### src/rtl/nw_traceback.sv
// nw_traceback: walks a Needleman-Wunsch direction grid from the bottom-right
// cell back to (0,0), streaming each visited {x,y} out on a write port and
// keeping a copy in a small buffer that can be read back at any time.
// Optional feature macro: NW_TRACEBACK_DIR_CHECK_EN (flags code 2'b11 as an
// illegal direction and ends the walk early with error raised).
module nw_traceback #(
  parameter int         LENGTH      = 10,
  parameter int         CORD_LENGTH = 8,
  parameter int         ADDR_WIDTH  = 5,
  parameter logic [1:0] TOP_DIR     = 2'b00,
  parameter logic [1:0] LEFT_DIR    = 2'b01,
  parameter logic [1:0] CORNER_DIR  = 2'b10
) (
  input  logic                         clk,
  input  logic                         reset,
  input  logic [2*LENGTH*LENGTH-1:0]   directions,
  input  logic                         grid_valid,
  output logic                         wen,
  output logic [ADDR_WIDTH-1:0]        waddr,
  output logic [2*CORD_LENGTH-1:0]     wdata,
  input  logic [ADDR_WIDTH-1:0]        rd_addr,
  output logic [2*CORD_LENGTH-1:0]     rd_data,
  output logic [ADDR_WIDTH:0]          path_len,
  output logic                         busy,
  output logic                         done,
  output logic                         error
);

  localparam int DEPTH = 2*LENGTH-1;
  localparam logic [CORD_LENGTH-1:0] LAST = CORD_LENGTH'(LENGTH-1);

  typedef enum logic [1:0] {IDLE, WALK, DONE} state_t;

  state_t                      state_q;
  logic [CORD_LENGTH-1:0]      x_q, y_q, x_d, y_d;
  logic [ADDR_WIDTH-1:0]       cnt_q;
  logic                        wen_q;
  logic [ADDR_WIDTH-1:0]       waddr_q;
  logic [2*CORD_LENGTH-1:0]    wdata_q;
  logic [2*CORD_LENGTH-1:0]    rdData_q;
  logic [ADDR_WIDTH:0]         pathLen_q;
  logic                        done_q;
  logic [2*CORD_LENGTH-1:0]    buf_q [DEPTH];
  logic                        dirBad;
  logic                        atOrigin;
  logic [1:0]                  curDir;
  int                          cellIdx;

  assign cellIdx  = int'(y_q) * LENGTH + int'(x_q);
  assign curDir   = directions[cellIdx*2 +: 2];
  assign atOrigin = (x_q == '0) && (y_q == '0);

  // Next coordinate: edges of the grid force a straight walk, otherwise follow the cell code
  always_comb begin
    x_d    = x_q;
    y_d    = y_q;
    dirBad = 1'b0;
    if (atOrigin) begin
      x_d = x_q;
    end else if (y_q == '0) begin
      x_d = x_q - CORD_LENGTH'(1);
    end else if (x_q == '0) begin
      y_d = y_q - CORD_LENGTH'(1);
    end else begin
      case (curDir)
        TOP_DIR:    y_d = y_q - CORD_LENGTH'(1);
        LEFT_DIR:   x_d = x_q - CORD_LENGTH'(1);
        CORNER_DIR: begin
          x_d = x_q - CORD_LENGTH'(1);
          y_d = y_q - CORD_LENGTH'(1);
        end
        default: begin
`ifdef NW_TRACEBACK_DIR_CHECK_EN
          dirBad = 1'b1;
`else
          x_d = x_q - CORD_LENGTH'(1);
          y_d = y_q - CORD_LENGTH'(1);
`endif
        end
      endcase
    end
  end

`ifdef NW_TRACEBACK_DIR_CHECK_EN
  logic error_q;
  assign error = error_q;
`else
  assign error = 1'b0;
`endif

  // Control FSM with registered write-port, length and done outputs
  always_ff @(posedge clk) begin
    if (reset) begin
      state_q   <= IDLE;
      x_q       <= LAST;
      y_q       <= LAST;
      cnt_q     <= '0;
      wen_q     <= 1'b0;
      waddr_q   <= '0;
      wdata_q   <= '0;
      pathLen_q <= '0;
      done_q    <= 1'b0;
`ifdef NW_TRACEBACK_DIR_CHECK_EN
      error_q   <= 1'b0;
`endif
    end else begin
      wen_q <= 1'b0;
      case (state_q)
        IDLE: begin
          if (grid_valid) begin
            state_q   <= WALK;
            x_q       <= LAST;
            y_q       <= LAST;
            cnt_q     <= '0;
            pathLen_q <= '0;
`ifdef NW_TRACEBACK_DIR_CHECK_EN
            error_q   <= 1'b0;
`endif
          end
        end
        WALK: begin
          if (dirBad) begin
            state_q   <= DONE;
            pathLen_q <= {1'b0, cnt_q};
`ifdef NW_TRACEBACK_DIR_CHECK_EN
            error_q   <= 1'b1;
`endif
          end else begin
            wen_q   <= 1'b1;
            waddr_q <= cnt_q;
            wdata_q <= {x_q, y_q};
            cnt_q   <= cnt_q + ADDR_WIDTH'(1);
            x_q     <= x_d;
            y_q     <= y_d;
            if (atOrigin) begin
              state_q   <= DONE;
              pathLen_q <= {1'b0, cnt_q} + (ADDR_WIDTH+1)'(1);
            end
          end
        end
        DONE: begin
          if (!done_q) begin
            done_q <= 1'b1;
          end else if (!grid_valid) begin
            done_q  <= 1'b0;
            state_q <= IDLE;
          end
        end
        default: state_q <= IDLE;
      endcase
    end
  end

  // Path buffer: keeps the last walk across reset, only the length gates read-back
  always_ff @(posedge clk) begin
    if (state_q == WALK && !dirBad && !reset) begin
      buf_q[cnt_q] <= {x_q, y_q};
    end
  end

  // Registered read port returning zero beyond the stored path
  always_ff @(posedge clk) begin
    if (reset) begin
      rdData_q <= '0;
    end else if ({1'b0, rd_addr} < pathLen_q) begin
      rdData_q <= buf_q[rd_addr];
    end else begin
      rdData_q <= '0;
    end
  end

  assign wen      = wen_q;
  assign waddr    = waddr_q;
  assign wdata    = wdata_q;
  assign rd_data  = rdData_q;
  assign path_len = pathLen_q;
  assign busy     = (state_q == WALK);
  assign done     = done_q;

endmodule

### config.mk
export PLATFORM = sky130hd
export DESIGN_NAME = nw_traceback
export DESIGN_NICKNAME = d
export VERILOG_FILES = /design/src/rtl/nw_traceback.sv
export SDC_FILE = /design/constraint.sdc
export NUM_CORES = 1
export LEC_CHECK = 0
export CORE_ASPECT_RATIO = 1.75
export CORE_MARGIN = 2
export CORE_UTILIZATION = 35
export CTS_CLUSTER_SIZE = 24
export DETAILED_ROUTE_END_ITERATION = 6
export PLACE_DENSITY = 0.56
export SETUP_SLACK_MARGIN = 0.1
export SLEW_MARGIN = 20
export SYNTH_ARGS = -nofsm -noshare
export SYNTH_HDL_FRONTEND = slang
export SYNTH_SLANG_ARGS = --single-unit
export TNS_END_PERCENT = 20
### constraint.sdc
create_clock -name clk -period 4.62 [get_ports clk]
set_input_delay 0.924 -clock clk [delete_from_list [all_inputs] [get_ports clk]]
set_output_delay 0.924 -clock clk [all_outputs]
set_load 0.02 [all_outputs]
==> flow_summary.ini, run 1 <==
[outcome]
status = finished clean

[timing]
fmax_mhz = 250
skew_ns = 0.0124
setup_viol = 0
worst_pin_slew_ns = 1.10
relSlewSlack_pct = 25.3
fin_setup_tns_ns = 0
hold_viol_final = 0
maxSlewViolCount = 0
rsz0062_at_grt = false
holdWs_ns = 0.456
period_share_pct = 86.7
layout_min_cycle_time_ns = 4.00

[die]
core_area_um2 = 47500
io_pins = 255
fp-row-count = 106
die_w_um = 169
fp.dieH_um = 293
start_util_pct = 35.2
die_area_um2 = 49600

[clocking]
cts_max_level = 2
cts_tree = done
clock_latency_ns = 0.52
cts_root_buf = clkbuf_16
clockBufferDepth = 3
cts_buffers = 34
cts_sinks = 372
clk_pin_slew_ns = 0.07
cts_hold_buf = 0
post_cts_buffers = 0
ctsResizeCount = 0

[layout]
final_util_pct = 44.7
finalNetCount = 1571
nFillCells = 4306
n_antenna_cell = 0
drive_gt1_share_pct = 17.9
area_delta_synth_final_pct = 26.7
final_area_um2 = 21200

[global_routing]
grtUsageTotal_pct = 19.2
grt_overflow_total = 0
antenna_found_initial = 0
grt_pass1_wl_um = 69800
first_global_vias = 11167
grt_max_degree = 45

[detailed_routing]
first_pass_iters = 4
num_vias = 10438
routed_wirelength_um = 47500
vias_per_cell = 5.35
route.detailed.drc = 0
route.detailed.wl_per_inst_um = 24.3
drtIter0Drc = 696
ant_nets = 0

[setup_path]
start_kind = flop
cp.arrival_ns = 4.46
crit_fanout = 8
cp-end-kind = flop
crit_type = flop to flop
required_ns = 5.07

[yosys]
synth_area_leaders = edfxtp_1, mux4_2, dfxtp_1
ys_seq_area_share_pct = 62.7
netlist_instances = 1051
synth-async-reset-ratio_pct = 0
ys_types = 66
synth.avg_cell_area_um2 = 15.9
synth_top_area_cell = edfxtp_1
netlist.area_leader.share_pct = 54.6
syn_area_um2 = 16700
synth-seq-cells = 372
synthFlopType = edfxtp_1
yosysWarningCount = 0
synth_nets = 1288
synth_edf_count = 304

[place]
numPortBuffers = 253
gp_congestion = 0.870
postPlaceCellArea_um2 = 20100
dp_hpwl_um = 34400

[flow_run]
cap_violations = 0

[power_and_ir_drop]
p_leak_nw = 7.51
total_power_mw = 9.17
ir_drop_uv = 243
power_density_nw_per_um2 = 433

[worst_hold_path]
min_path_type = flop to flop
-- cell usage in the layout (no fill, tap or decap), drive strengths merged, types with 40 or more instances in the layout --
cell	synthesis	final
clkdlybuf4s50	0	250
mux4	131	131
mux2i	40	40
buf	37	61
dfxtp	68	68
nor2	67	67
a21oi	48	48
clkbuf	26	44
nand2	112	112
edfxtp	304	304
-- per-layer routing --
metal | up-vias | wire length, µm | GRT usage [%]
li1 | 4713 | - | -
met1 | 5268 | 15700 | 19.0
met2 | 377 | 27900 | 39.5
met3 | 80 | 2060 | 2.45
met4 | 0 | 1760 | 7.28
met5 | - | 0 | 0
-- flip-flops by register name, indices dropped and copies added (netlist names), 2 cells and up --
signal / cells
x_q: 8
wdata: 16
cnt_q: 5
state_q: 2
buf_q: 304
path_len: 6
y_q: 8
rd_data: 16
waddr: 5
-- cell families after synthesis --
logic type,Yosys count,share of synthesized area [%]
and+or+nand+nor,263,7.10
other,1,0.0224
muxes,172,20.3
xor gates and xnor gates,15,0.785
buffers and inverters,79,2.36
DFF,372,62.7
AOI/OAI and AO/OA,120,4.44
adders and majority gates,29,2.26
-- area by class of cell --
type | count | area, µm² | share of cell area (%)
multi-input combinational | 600 | 5860 | 27.7
clock inverter | 16 | 144 | 0.679
sequential | 372 | 10500 | 49.5
timing repair buffer | 311 | 2980 | 14.1
inverter | 15 | 56.3 | 0.266
tap | 594 | 743 | 3.51
clock buffer | 44 | 920 | 4.34
-- final timing paths --
path                               start        to  slack [ns]  cells after the start
worst max-delay path              y_q[1]    y_q[7]        0.62                     13
worst min-delay path            wdata[4]  wdata[4]        0.46                      2
worst max register to register    y_q[1]    y_q[7]        0.62                     13
worst min register to register  wdata[4]  wdata[4]        0.46                      2
-- through the flow --
stage | worst slack (ns) | std cells
2_1_floorplan | 0.572 | 1051
4_1_cts | 0.578 | 1952
3_3_place_gp | 0.627 | 1892
3_5_place_dp | 0.612 | 1892
6_report | 0.616 | 1952
5_1_grt | 0.337 | 1952
-- cell usage after synthesis, types with 4 or more instances --
cell and n:
xor2_1 8, ha_1 27, nand2_1 112, mux2i_1 40
a22oi_1 4, clkbuf_1 25, xnor2_1 7, inv_1 15
and3_1 7, edfxtp_1 304, buf_4 7, a21o_1 8
nor3_1 14, or3_1 11, mux4_1 10, buf_1 17
dfxtp_1 68, buf_6 6, nand4_1 7, nor2_1 67
o21ai_0 26, mux4_2 121, buf_2 6, a21oi_1 48
nand3_1 22, nand2b_1 4
-- power by group --
part | internal [mW] | switching, mW
combinational | 1.21 | 1.41
sequential | 3.73 | 0.0714
clock | 1.53 | 1.23
-- critical path: stages, from the launching register on --
cell and delay [ns]:
dfxtp_1 0.32, ha_1 0.29, ha_1 0.22, fa_1 0.46
ha_1 0.38, and3_1 0.21, a221oi_1 0.43, xor2_1 0.36
o311ai_1 0.16, o221ai_1 0.30, nand4_1 0.22, o21ai_2 0.29
o21ai_0 0.13, a21oi_1 0.17
Note: power is estimated with default switching activity, not from simulation.
==> inputs of run 2 (changes only) <==
--- a/config.mk
+++ b/config.mk
@@ -6,7 +6,6 @@
 export NUM_CORES = 1
 export LEC_CHECK = 0
 export CORE_ASPECT_RATIO = 1.75
-export CORE_MARGIN = 2
 export CORE_UTILIZATION = 35
 export CTS_CLUSTER_SIZE = 24
 export DETAILED_ROUTE_END_ITERATION = 6
==> run 2 against run 1 <==
Effect of this change: cell count down 0.82%; power up 0.22%; utilization up 0.33 points; highest routed layer unchanged; critical endpoint is now y_q[0].
==> flow_summary.ini, run 2 (synthesized netlist as in run 1, its figures left out) <==
[setup_path]
cp.arrival_ns = 4.58
rr_worst_depth = 11
required_ns = 5.04
crit_fanout = 24
crit_type = flop to flop
cp-end-kind = flop
start_kind = flop

[timing]
relSlewSlack_pct = 34.2
period_share_pct = 90.0
setup_viol = 0
fmax_mhz = 240
maxSlewViolCount = 0
fin_setup_tns_ns = 0
rsz0062_at_grt = false
hold_viol_final = 0
skew_ns = 0.0180
worst_pin_slew_ns = 0.986
layout_min_cycle_time_ns = 4.16

[layout]
largest-register = buf_q
finalNetCount = 1565
mostFrequentLayoutCells = edfxtp_1, clkdlybuf4s50_1, mux4_2
mostFrequentLayoutCell = edfxtp_1
drive_gt1_share_pct = 17.5
final_area_um2 = 21200
area_delta_synth_final_pct = 26.4
finalNonFillerCells = 1936
largest_register_ffs = 304
nFillCells = 4241

[clocking]
clk_pin_slew_ns = 0.07
clock_latency_ns = 0.52
cts_hold_buf = 0
cts_root_buf = clkbuf_16
cts_tree = done
cts_max_level = 2
clockBufferDepth = 3
cts_buffers = 34
ctsResizeCount = 0
cts_sinks = 372
post_cts_buffers = 0

[detailed_routing]
ant_nets = 0
route.detailed.drc = 0
routed_wirelength_um = 47300
num_vias = 10443
first_pass_iters = 5
vias_per_cell = 5.39
drtIter0Drc = 527
route.detailed.wl_per_inst_um = 24.5

[place]
numPortBuffers = 253
gp_congestion = 0.839
dp_hpwl_um = 33600
place_inst = 1880
postPlaceCellArea_um2 = 20100

[worst_hold_path]
hold_depth = 2
min_path_type = flop to flop

[die]
die_w_um = 167
core_area_um2 = 47000
fp-row-count = 105
fp.dieH_um = 291
start_util_pct = 35.6
io_pins = 255
die_area_um2 = 48700

[outcome]
status = finished clean

[global_routing]
first_global_vias = 11099
grt_pass1_wl_um = 70000
met2_usage_pct = 39.4
grt_busiest_layer = met2
grt_overflow_total = 0
grt_max_degree = 55
use_met3_pct = 2.77
grtUsageMet1_pct = 18.6
antenna_found_initial = 1
grtUsageTotal_pct = 19.7

[power_and_ir_drop]
power_density_nw_per_um2 = 434
p_leak_nw = 7.50
ir_drop_uv = 352

[flow_run]
cap_violations = 0
-- run 2: area by class of cell --
cell class | count | area (µm²) | share of cell area (%)
Tap cell | 588 | 736 | 3.48
Clock buffer | 42 | 933 | 4.41
Inverter | 15 | 56.3 | 0.266
Clock inverter | 13 | 129 | 0.609
Antenna cell | 1 | 2.50 | 0.0118
Multi-Input combinational cell | 600 | 5860 | 27.7
Timing Repair Buffer | 305 | 2950 | 13.9
Sequential cell | 372 | 10500 | 49.6
-- run 2: per-layer routing --
metal	vias up	share of wire (%)
li1	4702	-
met1	5215	32
met2	414	58
met3	112	4.7
met4	0	5.7
met5	-	0
-- run 2: final timing paths --
path | start | end | slack [ns]
setup / recovery | y_q[0] | y_q[0] | 0.46
hold reg to reg | wdata[12] | wdata[12] | 0.46
hold / removal | wdata[12] | wdata[12] | 0.46
setup reg to reg | y_q[0] | y_q[0] | 0.46
-- run 2: stage by stage --
stage          hold WS (ns)  total power, mW  setup slack [ns]  utilization, %
5_1_grt               0.475             9.57             0.293            45.0
3_5_place_dp          0.446             6.52             0.490            42.7
2_1_floorplan         0.489             5.71             0.572               -
3_3_place_gp          0.447             6.49             0.533            42.7
6_report              0.457             9.19             0.460            45.0
4_1_cts               0.456             9.29             0.460            45.0
-- run 2: worst max-delay path, stage by stage, from the launching register on --
cell and delay [ns]:
dfxtp_1 0.33, buf_4 0.22, ha_2 0.22, fa_1 1.03, mux4_2 0.42, mux2i_1 0.34
a2111oi_0 0.18, o31a_1 0.33, or3b_4 0.41, o21bai_2 0.15, o21ai_1 0.10, mux2_4 0.30
-- run 2: power breakdown --
group / switching [mW] / internal [mW] / total [mW]
logic: 1.39 / 1.21 / 2.60
clock network: 1.21 / 1.55 / 2.76
registers: 0.0968 / 3.73 / 3.83
